`src/rtl/can_host_seq.sv`:
```
// can_host_seq: CPU-bus host sequencer for the CAN controller.
// Programs the controller from a fixed init table after reset, then serves
// transmit (header + payload writes) and receive (header + payload reads)
// requests over the cpu_* register port.
// Optional feature: define CAN_HOST_TIMEOUT_EN to build the per-access ack
// watchdog; without it accesses wait for cpu_ack indefinitely.
module can_host_seq #(
  parameter int unsigned DATA_WORDS  = 2,
  parameter int unsigned INIT_DELAY  = 3500,
  parameter int unsigned ACK_TIMEOUT = 255,
  parameter logic [31:0] TX_ADDR     = 32'h0000_0204,
  parameter logic [31:0] RX_ADDR     = 32'h0000_0200
) (
  input  logic                    sysclk,
  input  logic                    ponrst,
  input  logic                    send,
  input  logic                    rec,
  input  logic [10:0]             tx_id,
  input  logic [6:0]              tx_dlc,
  input  logic [32*DATA_WORDS-1:0] tx_data,
  output logic [63:0]             rx_hdr,
  output logic [32*DATA_WORDS-1:0] rx_data,
  output logic                    rx_valid,
  output logic                    tx_done,
  output logic                    init_done,
  output logic                    busy,
  output logic                    err,
  output logic                    cpu_cs,
  output logic                    cpu_write,
  output logic                    cpu_read,
  output logic [31:0]             cpu_addr,
  output logic [31:0]             cpu_wdat,
  input  logic [31:0]             cpu_rdat,
  input  logic                    cpu_ack,
  input  logic                    cpu_err
);

  localparam int unsigned N_FRAME    = DATA_WORDS + 2;
  localparam logic [4:0]  INIT_LAST  = 5'd9;
  localparam logic [4:0]  FRAME_LAST = 5'(N_FRAME - 1);
  localparam logic [31:0] DELAY_LAST = 32'(INIT_DELAY - 1);

  typedef enum logic [2:0] {S_WAIT, S_INIT, S_IDLE, S_TX, S_RX, S_HALT} state_e;

  state_e      state_q, state_d;
  logic [31:0] delay_q, delay_d;
  logic [4:0]  idx_q, idx_d;
  logic        cs_q, cs_d, wr_q, wr_d, rd_q, rd_d;
  logic [31:0] addr_q, addr_d, wdat_q, wdat_d;
  logic        send_pend_q, send_pend_d, rec_pend_q, rec_pend_d;
  logic        init_done_q, init_done_d, err_q, err_d, busy_q, busy_d;
  logic        tx_done_q, tx_done_d, rx_valid_q, rx_valid_d;
  logic [63:0] rx_hdr_q;
  logic [32*DATA_WORDS-1:0] rx_data_q;

  logic        tx_capture, stage_we, rx_commit, abort;
  logic [10:0] tx_id_q;
  logic [6:0]  tx_dlc_q;
  logic [31:0] tx_word_q [DATA_WORDS];
  logic [31:0] stage_q [N_FRAME];
  logic [31:0] acc_addr, acc_wdat;
  logic        acc_wr;
  logic [4:0]  last_idx;

`ifdef CAN_HOST_TIMEOUT_EN
  localparam logic [15:0] WD_LAST = 16'(ACK_TIMEOUT - 1);
  logic [15:0] wd_q, wd_d;
`endif

  // Controller init table: {address, data} for entry i.
  function automatic logic [63:0] init_entry(input logic [4:0] i);
    case (i)
      5'd0:    init_entry = {32'h0000_0008, 32'h0000_000A};
      5'd1:    init_entry = {32'h0000_000C, 32'h0100_0404};
      5'd2:    init_entry = {32'h0000_0010, 32'h0100_0404};
      5'd3:    init_entry = {32'h0000_0040, 32'h0003_0000};
      5'd4:    init_entry = {32'h0000_0044, 32'h0007_0004};
      5'd5:    init_entry = {32'h0000_0048, 32'h000F_0008};
      5'd6:    init_entry = {32'h0000_0024, 32'h0000_0001};
      5'd7:    init_entry = {32'h0000_0100, 32'h8000_0000};
      5'd8:    init_entry = {32'h0000_0104, 32'hA000_0000};
      default: init_entry = {32'h0000_0004, 32'h0000_0001};
    endcase
  endfunction

  // Address, data and direction of access idx_q in the current sequence.
  always_comb begin
    acc_addr = '0;
    acc_wdat = '0;
    acc_wr   = 1'b0;
    last_idx = FRAME_LAST;
    unique case (state_q)
      S_INIT: begin
        {acc_addr, acc_wdat} = init_entry(idx_q);
        acc_wr   = 1'b1;
        last_idx = INIT_LAST;
      end
      S_TX: begin
        acc_addr = TX_ADDR;
        acc_wr   = 1'b1;
        if (idx_q == 5'd0)      acc_wdat = {3'b000, tx_id_q, 18'b0};
        else if (idx_q == 5'd1) acc_wdat = {25'b0, tx_dlc_q};
        for (int k = 0; k < DATA_WORDS; k++)
          if (idx_q == 5'(k + 2)) acc_wdat = tx_word_q[k];
      end
      S_RX:    acc_addr = RX_ADDR;
      default: ;
    endcase
  end

  // Sequencer next state: request latching, access launch/ack/abort.
  // NOTE: blocking assignments in combinational logic, and every target gets
  // a default first so no latch can be inferred.
  always_comb begin
    state_d     = state_q;
    delay_d     = delay_q;
    idx_d       = idx_q;
    cs_d        = cs_q;
    wr_d        = wr_q;
    rd_d        = rd_q;
    addr_d      = addr_q;
    wdat_d      = wdat_q;
    init_done_d = init_done_q;
    err_d       = err_q;
    tx_done_d   = 1'b0;
    rx_valid_d  = 1'b0;
    send_pend_d = send_pend_q | (send & init_done_q);
    rec_pend_d  = rec_pend_q | (rec & init_done_q);
    tx_capture  = 1'b0;
    stage_we    = 1'b0;
    rx_commit   = 1'b0;
    abort       = 1'b0;
`ifdef CAN_HOST_TIMEOUT_EN
    wd_d        = wd_q;
`endif
    unique case (state_q)
      S_WAIT: begin
        if (delay_q == DELAY_LAST) begin
          state_d = S_INIT;
          idx_d   = '0;
        end else begin
          delay_d = delay_q + 32'd1;
        end
      end
      S_IDLE: begin
        // A pulse arriving in the take cycle re-latches rather than being lost.
        if (send_pend_q) begin
          state_d     = S_TX;
          idx_d       = '0;
          tx_capture  = 1'b1;
          send_pend_d = send & init_done_q;
        end else if (rec_pend_q) begin
          state_d    = S_RX;
          idx_d      = '0;
          rec_pend_d = rec & init_done_q;
        end
      end
      S_INIT, S_TX, S_RX: begin
        if (!cs_q) begin
          cs_d   = 1'b1;
          wr_d   = acc_wr;
          rd_d   = ~acc_wr;
          addr_d = acc_addr;
          wdat_d = acc_wdat;
`ifdef CAN_HOST_TIMEOUT_EN
          wd_d   = '0;
`endif
        end else if (cpu_ack) begin
          cs_d   = 1'b0;
          wr_d   = 1'b0;
          rd_d   = 1'b0;
          addr_d = '0;
          wdat_d = '0;
          if (cpu_err) begin
            abort = 1'b1;
          end else begin
            stage_we = (state_q == S_RX);
            if (idx_q == last_idx) begin
              state_d     = S_IDLE;
              init_done_d = init_done_q | (state_q == S_INIT);
              tx_done_d   = (state_q == S_TX);
              rx_valid_d  = (state_q == S_RX);
              rx_commit   = (state_q == S_RX);
            end else begin
              idx_d = idx_q + 5'd1;
            end
          end
        end
`ifdef CAN_HOST_TIMEOUT_EN
        else if (wd_q == WD_LAST) begin
          abort = 1'b1;
        end else begin
          wd_d = wd_q + 16'd1;
        end
`endif
        if (abort) begin
          cs_d    = 1'b0;
          wr_d    = 1'b0;
          rd_d    = 1'b0;
          addr_d  = '0;
          wdat_d  = '0;
          err_d   = 1'b1;
          state_d = (state_q == S_INIT) ? S_HALT : S_IDLE;
        end
      end
      default: ;
    endcase
    busy_d = (state_d != S_IDLE);
  end

  // Control and bus registers; reset returns to WAIT with the bus released.
  // NOTE: non-blocking assignments so every register samples pre-edge values.
  always_ff @(posedge sysclk or posedge ponrst) begin
    if (ponrst) begin
      state_q     <= S_WAIT;
      delay_q     <= '0;
      idx_q       <= '0;
      cs_q        <= 1'b0;
      wr_q        <= 1'b0;
      rd_q        <= 1'b0;
      addr_q      <= '0;
      wdat_q      <= '0;
      send_pend_q <= 1'b0;
      rec_pend_q  <= 1'b0;
      init_done_q <= 1'b0;
      err_q       <= 1'b0;
      busy_q      <= 1'b0;
      tx_done_q   <= 1'b0;
      rx_valid_q  <= 1'b0;
    end else begin
      state_q     <= state_d;
      delay_q     <= delay_d;
      idx_q       <= idx_d;
      cs_q        <= cs_d;
      wr_q        <= wr_d;
      rd_q        <= rd_d;
      addr_q      <= addr_d;
      wdat_q      <= wdat_d;
      send_pend_q <= send_pend_d;
      rec_pend_q  <= rec_pend_d;
      init_done_q <= init_done_d;
      err_q       <= err_d;
      busy_q      <= busy_d;
      tx_done_q   <= tx_done_d;
      rx_valid_q  <= rx_valid_d;
    end
  end

`ifdef CAN_HOST_TIMEOUT_EN
  // Ack watchdog: cs-high cycles of the current access.
  always_ff @(posedge sysclk or posedge ponrst) begin
    if (ponrst) wd_q <= '0;
    else        wd_q <= wd_d;
  end
`endif

  // Received frame becomes visible only once every read has completed.
  always_ff @(posedge sysclk or posedge ponrst) begin
    if (ponrst) begin
      rx_hdr_q  <= '0;
      rx_data_q <= '0;
    end else if (rx_commit) begin
      rx_hdr_q <= {stage_q[0], stage_q[1]};
      for (int k = 0; k < DATA_WORDS; k++)
        rx_data_q[32*k +: 32] <= (k == DATA_WORDS - 1) ? cpu_rdat : stage_q[k + 2];
    end
  end

  // TX frame capture on entry and RX read staging.
  // NOTE: pure datapath storage, written before it is ever read, so it carries
  // no reset.
  always_ff @(posedge sysclk) begin
    if (tx_capture) begin
      tx_id_q  <= tx_id;
      tx_dlc_q <= tx_dlc;
      for (int k = 0; k < DATA_WORDS; k++) tx_word_q[k] <= tx_data[32*k +: 32];
    end
    if (stage_we) begin
      for (int k = 0; k < N_FRAME; k++)
        if (idx_q == 5'(k)) stage_q[k] <= cpu_rdat;
    end
  end

  assign cpu_cs    = cs_q;
  assign cpu_write = wr_q;
  assign cpu_read  = rd_q;
  assign cpu_addr  = addr_q;
  assign cpu_wdat  = wdat_q;
  assign init_done = init_done_q;
  assign err       = err_q;
  assign busy      = busy_q;
  assign tx_done   = tx_done_q;
  assign rx_valid  = rx_valid_q;
  assign rx_hdr    = rx_hdr_q;
  assign rx_data   = rx_data_q;

endmodule

```
`config.mk`:
```
export PLATFORM = sky130hd
export DESIGN_NAME = can_host_seq
export DESIGN_NICKNAME = d
export VERILOG_FILES = /design/src/rtl/can_host_seq.sv
export SDC_FILE = /design/constraint.sdc
export NUM_CORES = 1
export LEC_CHECK = 0
export BUFFER_PORTS_ARGS = -buffer_cell sky130_fd_sc_hd__clkbuf_2
export CORE_MARGIN = 1.5
export CORE_UTILIZATION = 59
export DETAILED_ROUTE_END_ITERATION = 16
export HOLD_SLACK_MARGIN = 0.08
export PLACE_DENSITY = 0.92
export SYNTH_ARGS = -nofsm -noshare
export SYNTH_HDL_FRONTEND = slang
export SYNTH_SLANG_ARGS = --single-unit
```
`constraint.sdc`:
```
create_clock -name sysclk -period 20.4 [get_ports sysclk]
set_input_delay 3.06 -clock sysclk [delete_from_list [all_inputs] [get_ports sysclk]]
set_output_delay 3.06 -clock sysclk [all_outputs]
set_load 0.005 [all_outputs]
```
==> results.cfg <==
[sta]
timing.final.crit_period_ps = 5670
max_slew.worst_pin.slew_ps = 1040
finalSetupTns_ps = 0
finalWorstSetupSlack_ps = 14730
final_max_slew_viol_count = 0
setup_viol = 0
slew_headroom_pct = 30.4
hold_violations = 0
max_freq_ghz = 0.176
period_share_pct = 27.8
grt_setup_unrepaired = no
skew_ps = 16.5

[detailed_routing]
num_vias = 9268
wire_per_inst_um = 21.1
first_pass_iters = 5
route.detailed.drc = 0
final_antenna_net_count = 0
drtIter0Drc = 968
vias_per_cell = 5.73
drt_wl_total_um = 34200

[floorplanning]
chipWidth_um = 164
rows = 58
fp.dieH_um = 164
start_util_pct = 60.5
ios = 320
die-area_um2 = 27000
core_um2 = 25400

[clock_network]
cts_sinks = 395
post_cts_buffers = 0
cts_buffers = 40
root_buffer = clkbuf_16
cts_max_level = 2
cts_repair_resize_count = 0
cts_buffer_depth = 3
cts.clk_slew.worst_paths_ps = 60
cts_hold_buf = 0
clock_latency_ps = 520
cts_tree = done

[cells_and_area]
nets = 1382
diodes = 0
area_growth_pct = 18.6
multi_input_area_um2 = 4190
fillers = 1575
drive_above_1_share_pct = 39.2
regArea_um2 = 10800

[hold_path]
holdCritStartpoint = stage_q[1][20]
hold_end = rx_hdr[20]
whs_path_depth = 1
hold_path.class = register to register

[logic_synthesis]
synth_edf_count = 178
yosysUniqueCellTypes = 58
yosys.area.top_type = dfrtp_1
synth_area_leaders = dfrtp_1, edfxtp_1, mux2_4
syn-instance-count = 953
netlist_area_um2 = 15400
yosysTopAreaCellShare_pct = 35.4
synth_warnings = 0
ys_ff_latch = 395
ys.flop_type = dfrtp_1
ys_seq_area_share_pct = 70.2
postSynthAreaPerCell_um2 = 16.1
async_flop_share_pct = 54.9

[pwr]
internal_power_w = 0.00125
p_leak_nw = 8.61
comb_power_share_pct = 1.7
p_per_area_nw_per_um2 = 85.4
clkPwrFrac_pct = 44.8
seqPwrFrac_pct = 53.5
switchingPower_w = 0.000310
swShare_pct = 19.9
power.total_w = 0.00156
ir_drop_uv = 83.4

[global_routing]
antenna_found_initial = 0
grtUsageTotal_pct = 25.3
grt_pass1_wl_um = 52300
grt-ovfl-total = 0
first_global_vias = 9284
grt_max_degree = 140

[setup_path]
critPathLaunchType = input pin
r2r_slack_ps = 16240
cp.required_ps = 20790
r2r-start = state_q[0]
critPathArrivalTime_ps = 6060
critPathKind = input pin to register
endpoint_kind = register
r2r_cells = 7
crit_fanout = 55
r2r-end = rx_data[22]

[placement]
place.gp.congestion = 0.890
dpl.hpwl_um = 22200
dpl_worst_slack_ps = 14260
io_buffer_count = 294

[run]
maxCapViolations = 0

[run_status]
status = complete, no violations
## Yosys cell counts, types with 3 or more instances
cell type  number
o211ai_1        4
o21ai_0        58
nor2_1         28
nor3_1         14
a32oi_1         4
buf_2           4
or2_2           3
edfxtp_1      178
a21o_1          4
and4_1          6
a221oi_1       18
nand3_1        11
mux2_4        120
nand4_1        17
nand2_1        58
clkbuf_1       21
nor4_1          7
xor2_1         14
and2_1          4
ha_1            6
mux2_2          9
buf_4          25
and3_1          8
dfrtp_1       217
a22oi_1        19
nand2b_1        5
xnor2_1        17
inv_1          10
a21oi_1        11
buf_6          15
nor2b_1         3
## worst max-delay path by stage
stage	from	to	slack (ps)	cells after the start
final	cpu_ack	rx_data[22]	14730	7
after floorplan	ponrst	busy	11400	1
after global placement	cpu_ack	rx_data[21]	14340	7
after CTS	cpu_ack	rx_data[22]	14770	7
after detailed placement	cpu_ack	rx_data[21]	14260	7
after global routing	cpu_ack	rx_data[22]	14600	7
## state kept, by name (all words and copies together) (netlist names), 7 cells and up
name / count
tx_word_q: 64
rx_data: 64
rx_hdr: 64
stage_q: 96
cpu_wdat: 32
tx_id_q: 11
tx_dlc_q: 7
delay_q: 32
cpu_addr: 7
## critical path: stages
cell and delay, ps:
clkbuf_2 110, nand2_1 100, or2_2 170, or3_4 420, buf_4 840, buf_4 850
mux2_2 420
## placed cells by master (no fill, tap or decap), types with 14 or more instances in the layout
cell       netlist  final
a221oi_1        18     18
a22oi_1         19     19
clkbuf_16        0     41
clkbuf_2         0    294
conb_1           1     25
dfrtp_1        217    217
edfxtp_1       178    178
mux2_4         120    120
nand2_1         58     58
nand4_1         17     17
nor2_1          28     28
o21ai_0         58     57
xnor2_1         17     17
xor2_1          14     14
## area by class of cell
| class | instances | share of cell area (%) |
|---|---|---|
| clock buffers | 56 | 6.05 |
| clock inverters | 18 | 0.838 |
| flip-flops and latches | 395 | 59.1 |
| repair buffers | 303 | 8.45 |
| inverters | 10 | 0.247 |
| multi-input cells | 506 | 23.0 |
| well taps | 330 | 2.27 |
## kinds of logic after synthesis
group / share of synthesized area, %
buffers and inverters: 3.23
AND/OR/NAND/NOR: 5.90
multiplexers: 12.5
AO/OA/AOI/OAI: 5.91
XOR/XNOR: 1.77
other: 0.0244
adder cells (fa/ha/maj): 0.489
flip-flops: 70.2
## power by group through the flow
stage / sequential [W] / clock, W / combinational [W]
final: 0.000833 / 0.000697 / 0.0000264
after global routing: 0.000832 / 0.000737 / 0.0000299
after CTS: 0.000832 / 0.000707 / 0.0000269
after detailed placement: 0.000848 / 0 / 0.0000266
after global placement: 0.000848 / 0 / 0.0000256
after floorplan: 0.000849 / 0 / 0.0000118
## stage by stage
| stage | utilization (%) | instances | hold slack [ps] | area (um2) |
|---|---|---|---|---|
| after floorplan | - | 977 | 443 | 15400 |
| after global placement | 66.8 | 1544 | 457 | 17000 |
| after detailed placement | 66.8 | 1544 | 463 | 17000 |
| after CTS | 71.7 | 1618 | 469 | 18200 |
| after global routing | 71.7 | 1618 | 484 | 18200 |
| final | 71.7 | 1618 | 463 | 18200 |
## per-layer routing
metal / track usage [%] / wire length (um)
met1: 32.3 / 13400
met2: 44.7 / 17700
met3: 4.65 / 2380
met4: 6.49 / 645
met5: 0 / 0
Note: power is estimated with default switching activity, not from simulation.
